--- src/rtl/mem_resp_pkg.sv ---
// -----------------------------------------------------------------------------
// mem_resp_pkg
// Shared types and helpers for the memory-side responder (mem_resp_ctrl).
//   state_t      : transaction FSM states
//   CL_IDP/CL_OTH: client identifiers used by the arbiter and the FSM
//   byte_to_word : byte address -> 32-bit word address (drop the 2 LSBs)
// -----------------------------------------------------------------------------
package mem_resp_pkg;

  typedef enum logic [2:0] {
    IDLE,
    GRANT,
    ISSUE,
    DRAIN,
    FIN
  } state_t;

  localparam logic CL_IDP = 1'b0;
  localparam logic CL_OTH = 1'b1;

  // Callers keep the low AW bits of the result.
  function automatic logic [31:0] byte_to_word(input logic [31:0] byte_addr);
    return byte_addr >> 2;
  endfunction

endpackage

--- src/rtl/mem_resp_arb.sv ---
// -----------------------------------------------------------------------------
// mem_resp_arb
// Two-client arbiter for mem_resp_ctrl. Purely combinational grant; the FSM
// samples it only in IDLE.
//   Build option MEMC_RR_ARB_EN:
//     defined   - round-robin: when both request, the pointer's client wins;
//                 after every completed transaction the pointer moves to the
//                 client that was not just served.
//     undefined - IDP has strict priority; no pointer register exists.
// Ports:
//   clk, rst_n : clock / async active-low reset (pointer register only)
//   req_idp    : IDP request
//   req_oth    : OTH request
//   done       : one-cycle pulse, transaction finished (FIN state)
//   served     : client that owned the finishing transaction
//   gnt        : winning client (CL_IDP / CL_OTH); CL_IDP when nobody asks
// -----------------------------------------------------------------------------
module mem_resp_arb
  import mem_resp_pkg::*;
(
  input  logic clk,
  input  logic rst_n,
  input  logic req_idp,
  input  logic req_oth,
  input  logic done,
  input  logic served,
  output logic gnt
);

`ifdef MEMC_RR_ARB_EN
  logic ptr_q;

  always_ff @(posedge clk or negedge rst_n) begin
    if (!rst_n) begin
      ptr_q <= CL_IDP;
    end else if (done) begin
      ptr_q <= ~served;
    end
  end

  always_comb begin
    gnt = CL_IDP;
    if (req_idp && req_oth) begin
      gnt = ptr_q;
    end else if (req_oth) begin
      gnt = CL_OTH;
    end
  end
`else
  // Fixed priority needs no state; keep the shared port list tidy for lint.
  logic unused_rr_inputs;
  assign unused_rr_inputs = &{1'b0, clk, rst_n, done, served};

  always_comb begin
    gnt = CL_IDP;
    if (!req_idp && req_oth) begin
      gnt = CL_OTH;
    end
  end
`endif

endmodule

--- src/rtl/mem_resp_ctrl.sv ---
// -----------------------------------------------------------------------------
// mem_resp_ctrl
// Memory-side responder between the IDP/OTH clients and a synchronous
// single-port SRAM. IDP issues burst reads (1..16 beats), OTH issues single
// reads or writes. Every transaction ends with a one-cycle FIN to its owner.
// Build option: MEMC_RR_ARB_EN selects round-robin arbitration (see
// mem_resp_arb); default is IDP strict priority.
//
// Parameters: AW (SRAM word-address width), DW (data width)
// Ports:
//   clk, rst_n                 clock, async active-low reset
//   MEM_REQ/ADDR/CMD           IDP request, byte address, beats-1
//   MEM_DIN/VLD/FIN            IDP read data, data valid, end pulse
//   MEM_IDP_SEL                high while IDP owns the transaction
//   OTH_REQ/WE/ADDR/WDATA      OTH request, write flag, byte address, data
//   OTH_RDATA/VLD/FIN          OTH read data, data valid, end pulse
//   SRAM_CS/WE/ADDR/WDATA      SRAM strobe, write enable, word address, data
//   SRAM_RDATA                 SRAM read data (1 cycle after a read strobe)
//
// Timeline (REQ seen in IDLE at cycle 0):
//   1: GRANT  2..N+1: ISSUE (one SRAM beat each)  N+2: DRAIN  N+3: FIN
//   Read data appears in cycles 3..N+2, so FIN follows the last beat.
//   Writes go ISSUE -> FIN directly.
// -----------------------------------------------------------------------------
module mem_resp_ctrl
  import mem_resp_pkg::*;
#(
  parameter int AW = 18,
  parameter int DW = 32
) (
  input  logic          clk,
  input  logic          rst_n,
  input  logic          MEM_REQ,
  input  logic [31:0]   MEM_ADDR,
  input  logic [3:0]    MEM_CMD,
  output logic [DW-1:0] MEM_DIN,
  output logic          MEM_VLD,
  output logic          MEM_FIN,
  output logic          MEM_IDP_SEL,
  input  logic          OTH_REQ,
  input  logic          OTH_WE,
  input  logic [31:0]   OTH_ADDR,
  input  logic [DW-1:0] OTH_WDATA,
  output logic [DW-1:0] OTH_RDATA,
  output logic          OTH_VLD,
  output logic          OTH_FIN,
  output logic          SRAM_CS,
  output logic          SRAM_WE,
  output logic [AW-1:0] SRAM_ADDR,
  output logic [DW-1:0] SRAM_WDATA,
  input  logic [DW-1:0] SRAM_RDATA
);

  state_t        state_q, next_state;
  logic          client_q;   // owner of the current transaction
  logic [AW-1:0] addr_q;     // next SRAM word address to issue
  logic [3:0]    len_q;      // beats - 1
  logic [3:0]    cnt_q;      // beats issued so far in ISSUE
  logic          we_q;
  logic [DW-1:0] wdata_q;
  logic          rd_vld_q;   // SRAM_RDATA carries a beat this cycle
  logic          gnt;
  logic          any_req;

  assign any_req = MEM_REQ || OTH_REQ;

  mem_resp_arb u_arb (
    .clk     (clk),
    .rst_n   (rst_n),
    .req_idp (MEM_REQ),
    .req_oth (OTH_REQ),
    .done    (state_q == FIN),
    .served  (client_q),
    .gnt     (gnt)
  );

  // ---------------------------------------------------------------------------
  // FSM
  // ---------------------------------------------------------------------------
  // NOTE: state and datapath registers use non-blocking assignments so every
  // flop samples the pre-edge values regardless of block ordering.
  always_ff @(posedge clk or negedge rst_n) begin
    if (!rst_n) begin
      state_q <= IDLE;
    end else begin
      state_q <= next_state;
    end
  end

  // NOTE: next_state gets its default before the case so no path leaves it
  // unassigned, which would otherwise infer a latch.
  always_comb begin
    next_state = state_q;
    case (state_q)
      IDLE:    if (any_req) next_state = GRANT;
      GRANT:   next_state = ISSUE;
      ISSUE:   if (cnt_q == len_q) next_state = we_q ? FIN : DRAIN;
      DRAIN:   next_state = FIN;
      FIN:     next_state = IDLE;
      default: next_state = IDLE;
    endcase
  end

  // ---------------------------------------------------------------------------
  // Datapath
  // ---------------------------------------------------------------------------
  // NOTE: these are plain control/address registers, not a storage array, so
  // they are all reset; that keeps every output at zero straight out of reset.
  always_ff @(posedge clk or negedge rst_n) begin
    if (!rst_n) begin
      client_q <= CL_IDP;
      addr_q   <= '0;
      len_q    <= '0;
      cnt_q    <= '0;
      we_q     <= 1'b0;
      wdata_q  <= '0;
      rd_vld_q <= 1'b0;
    end else begin
      rd_vld_q <= (state_q == ISSUE) && !we_q;
      case (state_q)
        IDLE: begin
          // Owner is fixed on entry to GRANT so MEM_IDP_SEL covers GRANT too.
          if (any_req) client_q <= gnt;
        end
        GRANT: begin
          cnt_q <= '0;
          if (client_q == CL_IDP) begin
            addr_q  <= AW'(byte_to_word(MEM_ADDR));
            len_q   <= MEM_CMD;
            we_q    <= 1'b0;
            wdata_q <= '0;
          end else begin
            addr_q  <= AW'(byte_to_word(OTH_ADDR));
            len_q   <= '0;
            we_q    <= OTH_WE;
            wdata_q <= OTH_WDATA;
          end
        end
        ISSUE: begin
          // Natural AW-bit overflow gives the modulo-2^AW wrap.
          addr_q <= addr_q + AW'(1);
          cnt_q  <= cnt_q + 4'd1;
        end
        default: ;
      endcase
    end
  end

  // ---------------------------------------------------------------------------
  // Outputs
  // ---------------------------------------------------------------------------
  logic is_idp;
  assign is_idp = (client_q == CL_IDP);

  assign SRAM_CS    = (state_q == ISSUE);
  assign SRAM_WE    = SRAM_CS && we_q;
  assign SRAM_ADDR  = SRAM_CS ? addr_q : '0;
  assign SRAM_WDATA = SRAM_WE ? wdata_q : '0;

  // The valid flag is registered from the strobe; the data itself comes from
  // the SRAM output register, which already holds it for exactly that cycle.
  // A second data register here would push the last beat past DRAIN.
  assign MEM_VLD   = rd_vld_q && is_idp;
  assign OTH_VLD   = rd_vld_q && !is_idp;
  assign MEM_DIN   = MEM_VLD ? SRAM_RDATA : '0;
  assign OTH_RDATA = OTH_VLD ? SRAM_RDATA : '0;

  assign MEM_FIN     = (state_q == FIN) && is_idp;
  assign OTH_FIN     = (state_q == FIN) && !is_idp;
  assign MEM_IDP_SEL = (state_q != IDLE) && is_idp;

endmodule

--- config.mk ---
export PLATFORM = sky130hd
export DESIGN_NAME = mem_resp_ctrl
export DESIGN_NICKNAME = d
export VERILOG_FILES = /design/src/rtl/mem_resp_pkg.sv /design/src/rtl/mem_resp_arb.sv /design/src/rtl/mem_resp_ctrl.sv
export SDC_FILE = /design/constraint.sdc
export NUM_CORES = 1
export LEC_CHECK = 0
export BUFFER_PORTS_ARGS = -buffer_cell sky130_fd_sc_hd__buf_2
export CORE_MARGIN = 8
export CORE_UTILIZATION = 46
export DETAILED_ROUTE_END_ITERATION = 7
export PLACE_DENSITY_LB_ADDON = 0.2
export RECOVER_POWER = 100
export SLEW_MARGIN = 5
export SYNTH_ARGS = -nofsm -noshare
export SYNTH_HDL_FRONTEND = slang
export SYNTH_SLANG_ARGS = --single-unit
--- constraint.sdc ---
create_clock -name clk -period 3.22 [get_ports clk]
set_input_delay 0.483 -clock clk [delete_from_list [all_inputs] [get_ports clk]]
set_output_delay 0.483 -clock clk [all_outputs]
set_load 0.05 [all_outputs]
======== After elaboration in Yosys (flattened, before gate mapping) ========
Cells that the tools add are included.
cells by class
  add/sub/neg operators ................... 2
  $mul .................................... 0
  div/mod/pow operators ................... 0
  magnitude comparators ................... 0
  equality and inequality tests ........... 7
  shifts and indexed selects .............. 0
  mux-type cells .......................... 15
  bitwise gates (word level) .............. 1
  reduce and logical (&&, ||, !) cells .... 16
operator list
  cell                                                  count
  2-to-1 mux 32 bit                                     4
  2-to-1 mux 18 bit                                     2
  case mux 18 bit (2 select lines)                      1
  adder 18 x 1 -> 18 bit (second input constant)        1
  case mux 3 bit (4 select lines)                       1
  2-to-1 mux 3 bit                                      3
  logical AND 1 bit                                     8
  case mux 4 bit (2 select lines)                       1
  equality test 3 x 2 -> 1 bit (second input constant)  2
  adder 4 x 1 -> 4 bit (second input constant)          1
  equality test 4 bit                                   1
  2-to-1 mux 4 bit                                      1
  AND reduction 2 bit                                   2
  equality test 3 x 1 -> 1 bit (second input constant)  1
  equality test 3 bit (second input constant)           1
  zero test 3 bit                                       1
  nonzero test 3 bit                                    1
  zero test 1 bit                                       2
  2-to-1 mux 1 bit                                      2
  != test 2 x 1 -> 1 bit (second input constant)        1
  != test 2 bit (second input constant)                 1
  nonzero test 2 bit                                    1
  logical OR 1 bit                                      1
  inverter 1 bit                                        1
storage, ports and cells
  flip-flop bits (word level) ............. 64
  latch bits .............................. 0
  RAM bits ................................ 0
  bits in read-only memories .............. 0
  input bits .............................. 137
  output and inout bits ................... 121
  logic and storage cells ................. 49
  memories ................................ 0

======== Logic depth before layout (Yosys ltp) ========
  word-level depth ........................ 3
  gate-level depth with buffers ........... 8
  depth with buffers taken out ............ 5

======== Modules after synthesis ========
From an unflattened synthesis, not the netlist that was laid out.
second synthesis, totals
  cell total of the unflattened synthesis .. 474
  area, all modules ....................... 3,928.8 µm²
modules (own cells, without submodules)
  module         instances  cells each  area each (µm²)  seq. area each (µm²)
  mem_resp_ctrl  1          473         3,915.0          1,601.5
  mem_resp_arb   1          1           13.8             0.0

======== Worst setup path after synthesis ========
OpenSTA, ideal clock, no wires.
  path type ............................... register -> output
  from .................................... reg state_q[2]
  to ...................................... out SRAM_ADDR[10]
  arrival ................................. 1.996 ns
  required time ........................... 2.737 ns
  slack ................................... 0.741 ns
  stages on the path, launching flop included .. 8
  path buffers ............................ 4
  cell sequence ........................... dfrtp_1 -> buf_6 -> or3b_1 -> buf_6 -> inv_2 -> buf_4 -> buf_2 -> and2_1
on the way
  longest elaborated chain between the ends .. 2
ends and longest elaborated chain
  element                       RTL line              text
  start: declaration            mem_resp_ctrl.sv:54   state_t state_q, next_state;
  start signal: assignment      mem_resp_ctrl.sv:86   state_q <= next_state;
  equality test 3 x 2 -> 1 bit  mem_resp_ctrl.sv:155  assign SRAM_CS = (state_q == ISSUE);
  via SRAM_CS                   mem_resp_ctrl.sv:47   output logic SRAM_CS,
  2-to-1 mux 18 bit             mem_resp_ctrl.sv:157  assign SRAM_ADDR = SRAM_CS ? addr_q : '0;
  end: declaration              mem_resp_ctrl.sv:49   output logic [AW-1:0] SRAM_ADDR,
The timed path passes the listed nets, and every way through them passes these cells.

======== Worst setup path in the final report ========
  from .................................... reg state_q[2]
  to ...................................... out SRAM_ADDR[0]
on the way
  longest elaborated chain between the ends .. 2
ends and longest elaborated chain
  element                       RTL line
  equality test 3 x 2 -> 1 bit  mem_resp_ctrl.sv:155
  2-to-1 mux 18 bit             mem_resp_ctrl.sv:157
Every way passes these cells.

==> metrics.yaml <==
ios: 258
p_int_mw: 2.39
critPathMaxFanout: 32
yosys_most_used_dff: "dfrtp_1"
yosysSeqAreaShare_pct: 40.3
holdBufCountCts: 0
ant_nets: 0
syn_inst: 482
fmax_mhz: 337
r2r_setup_slack_ns: 0.29
cts_tree: "done"
routed-via-count: 4222
cts_setup_buffers: 0
power.share.switching_pct: 55.3
path_cells: "or3b_1 > inv_2 > buf_12 > and2_1 > clkbuf_1"
antenna_found_initial: 0
rsz0062_at_grt: "no"
setup_tns_ns: 0
drc: 0
cts-htree-levels: 3
drv_cap: 1
fin_skew_ns: 0.00601
ys_types: 49
dpl.cell_count: 782
drt_wl_total_mm: 13.3
min_path_cells: 2
reg2reg_depth: 5
synthTopCellsByArea: "dfrtp_1 (40%), and3_1 (10%), nand2_1 (8.4%)"
hp-start: "MEM_REQ"
setup.worst_path.end_class: "primary output"
clock-root-buffer: "clkbuf_8"
dr.pass1.iters: 4
netlist_area_um2: 3980
track_usage_pct: 21.2
combPwrFrac_pct: 56.5
cts_made_buffers: 9
netlist.area_leader.share_pct: 40.3
grt_start_max_net_pins: 48
setup.worst_path.start_class: "register"
nets: 824
final_cells: 797
die_w_um: 109
slew_headroom_pct: -39.0
pre_cts_slack_ns: 0.771
status: "complete, but fails checks"
final-setup-viol-count: 0
area_delta_synth_final_pct: 30.1
core-area_um2: 8550
drv_slew: 39
clock_latency_ns: 0.34
required_ns: 2.74
routabilityCongestion: 0.865
start_util_pct: 46.5
core.rowCount: 34
port_buffers: 229
hp-class: "input pin to register"
p_seq_share_pct: 30.9
hold_end: "client_q"
die_h_um: 109
synthArstFlopShare_pct: 100
finalHoldViolCount: 0
cts.sinks: 64
failed_checks: "max-capacitance violations, max-slew violations"
antenna_cells: 0
r2r_end: "addr_q[14]"
peakVddDrop_v: 0.000417
cts_resized: 0
ys.warnings.count: 0
die_area_um2: 11900
period_share_pct: 92.1
critPathMaxStageDelay_ns: 0.48
synth_edf_count: 0
cp_slowest_cell: "clkbuf_1"
rr_startpoint: "state_q[2]"
drt_iter0_markers: 221
syn-num-nets: 621
grt_pass1_vias: 4151
leakage_nw: 2.87
grt_pass1_wl_mm: 20.5
yosysTopAreaCell: "dfrtp_1"
criticalPathCategory: "register to primary output"
syn_avg_cell_area_um2: 8.25
crit_arrival_ns: 2.48
cts.clk_slew.worst_paths_ns: 0.07
hold_slack_ns: 0.323
cts_buffer_depth: 2
period_minus_slack_ns: 2.97
max_slew.worst_pin.slew_ns: 2.08
wl_per_cell_um: 16.7
powerDensity_nw_per_um2: 1030
fin_ws_ns: 0.253
n_fill_cell: 840
switching_power_mw: 2.95
layout-drive-gt1-share_pct: 25.8
globalRouteOverflowTotal: 0
hpwl_mm: 9.93
pwr-share-clk_pct: 12.6
ys_ff_latch: 64
via_per_inst: 5.30
## placed cells by master (no fill, tap or decap), types with 8 or more instances in the layout
master    Yosys  final
and3_1       66     66
a21oi_1      13     13
clkbuf_2      0     39
nand4_1       8      8
nor2_1       17     17
dfrtp_1      64     63
buf_2         7    117
nand2_1      89     89
mux2i_1      12     12
and2_1       46     46
a211oi_1      9      9
nand3_1      37     37
clkbuf_8      0     10
inv_1         8      8
clkbuf_1     33     82
## layout make-up
cell class	count	area, µm²	area share, %
multi-input cells	364	2120	40.9
flip-flops and latches	64	1600	31.0
repair buffers	237	1100	21.3
clock buffers	12	145	2.80
well taps	108	135	2.61
clock inverters	3	42.5	0.822
inverters	9	33.8	0.652
## synth_stat cells, types with 3 or more instances
library cell	instances
a211oi_1	9
a21oi_1	13
a311oi_1	4
and2_1	46
and3_1	66
and4_1	3
buf_2	7
clkbuf_1	33
dfrtp_1	64
inv_1	8
mux2_2	3
mux2i_1	12
nand2_1	89
nand3_1	37
nand3b_1	4
nand4_1	8
nor2_1	17
nor2b_1	5
nor3_1	5
nor4_1	3
o211ai_1	3
o22ai_1	4
o311a_1	3
xor2_1	6
## worst max path at each step
stage	startpoint	endpoint	cells after the start
floorplan	state_q[2]	SRAM_ADDR[10]	7
global placement	state_q[1]	SRAM_WDATA[6]	5
detailed placement	state_q[1]	SRAM_WDATA[6]	5
CTS	state_q[1]	SRAM_WDATA[6]	5
global route	state_q[1]	SRAM_ADDR[0]	5
finish	state_q[2]	SRAM_ADDR[0]	5
## through the flow
| step | util [%] | power, mW | instance area [µm²] |
|---|---|---|---|
| 2_1_floorplan | - | 4.01 | 3980 |
| 3_3_place_gp | 60.3 | 4.72 | 5150 |
| 3_5_place_dp | 60.3 | 4.81 | 5150 |
| 4_1_cts | 62.5 | 5.49 | 5340 |
| 5_1_grt | 60.6 | 5.73 | 5180 |
| 6_report | 60.6 | 5.34 | 5180 |
## per-layer routing
metal / part of all wire, % / wire length, µm / vias up / track usage [%]
met3: 9.9 / 1320 / 18 / 6.80
met5: 0 / 0 / - / 0
li1: - / - / 2082 / -
met2: 49 / 6470 / 174 / 35.2
met1: 40 / 5320 / 1948 / 25.3
met4: 1.7 / 223 / 0 / 7.43
## logic make-up after synthesis
family / share of synthesized area, %
multiplexers: 3.87
AND/OR/NAND/NOR: 39.0
buffers and inverters: 5.88
XOR/XNOR: 1.54
AO/OA/AOI/OAI: 8.84
adder cells (fa/ha/maj): 0.629
flip-flops: 40.3
## sequential cells by signal, summed over array words and instances (netlist names)
register  count
wdata_q      32
client_q      1
we_q          1
len_q         4
rd_vld_q      1
cnt_q         4
addr_q       18
state_q       3
## critical path: cells and delay by family (launching register included)
family,cells,cell delay [ns]
AND/OR/NAND/NOR,2,0.58
flip-flops,1,0.47
buffers and inverters,3,1.09
## power by group through the flow
stage | registers, mW | logic, mW | clock network (mW)
2_1_floorplan | 1.38 | 2.64 | 0
3_3_place_gp | 1.63 | 3.09 | 0
6_report | 1.65 | 3.02 | 0.671
5_1_grt | 1.72 | 3.28 | 0.726
4_1_cts | 1.65 | 3.15 | 0.688
3_5_place_dp | 1.66 | 3.15 | 0
No activity file was read; power rests on OpenSTA's default activity.
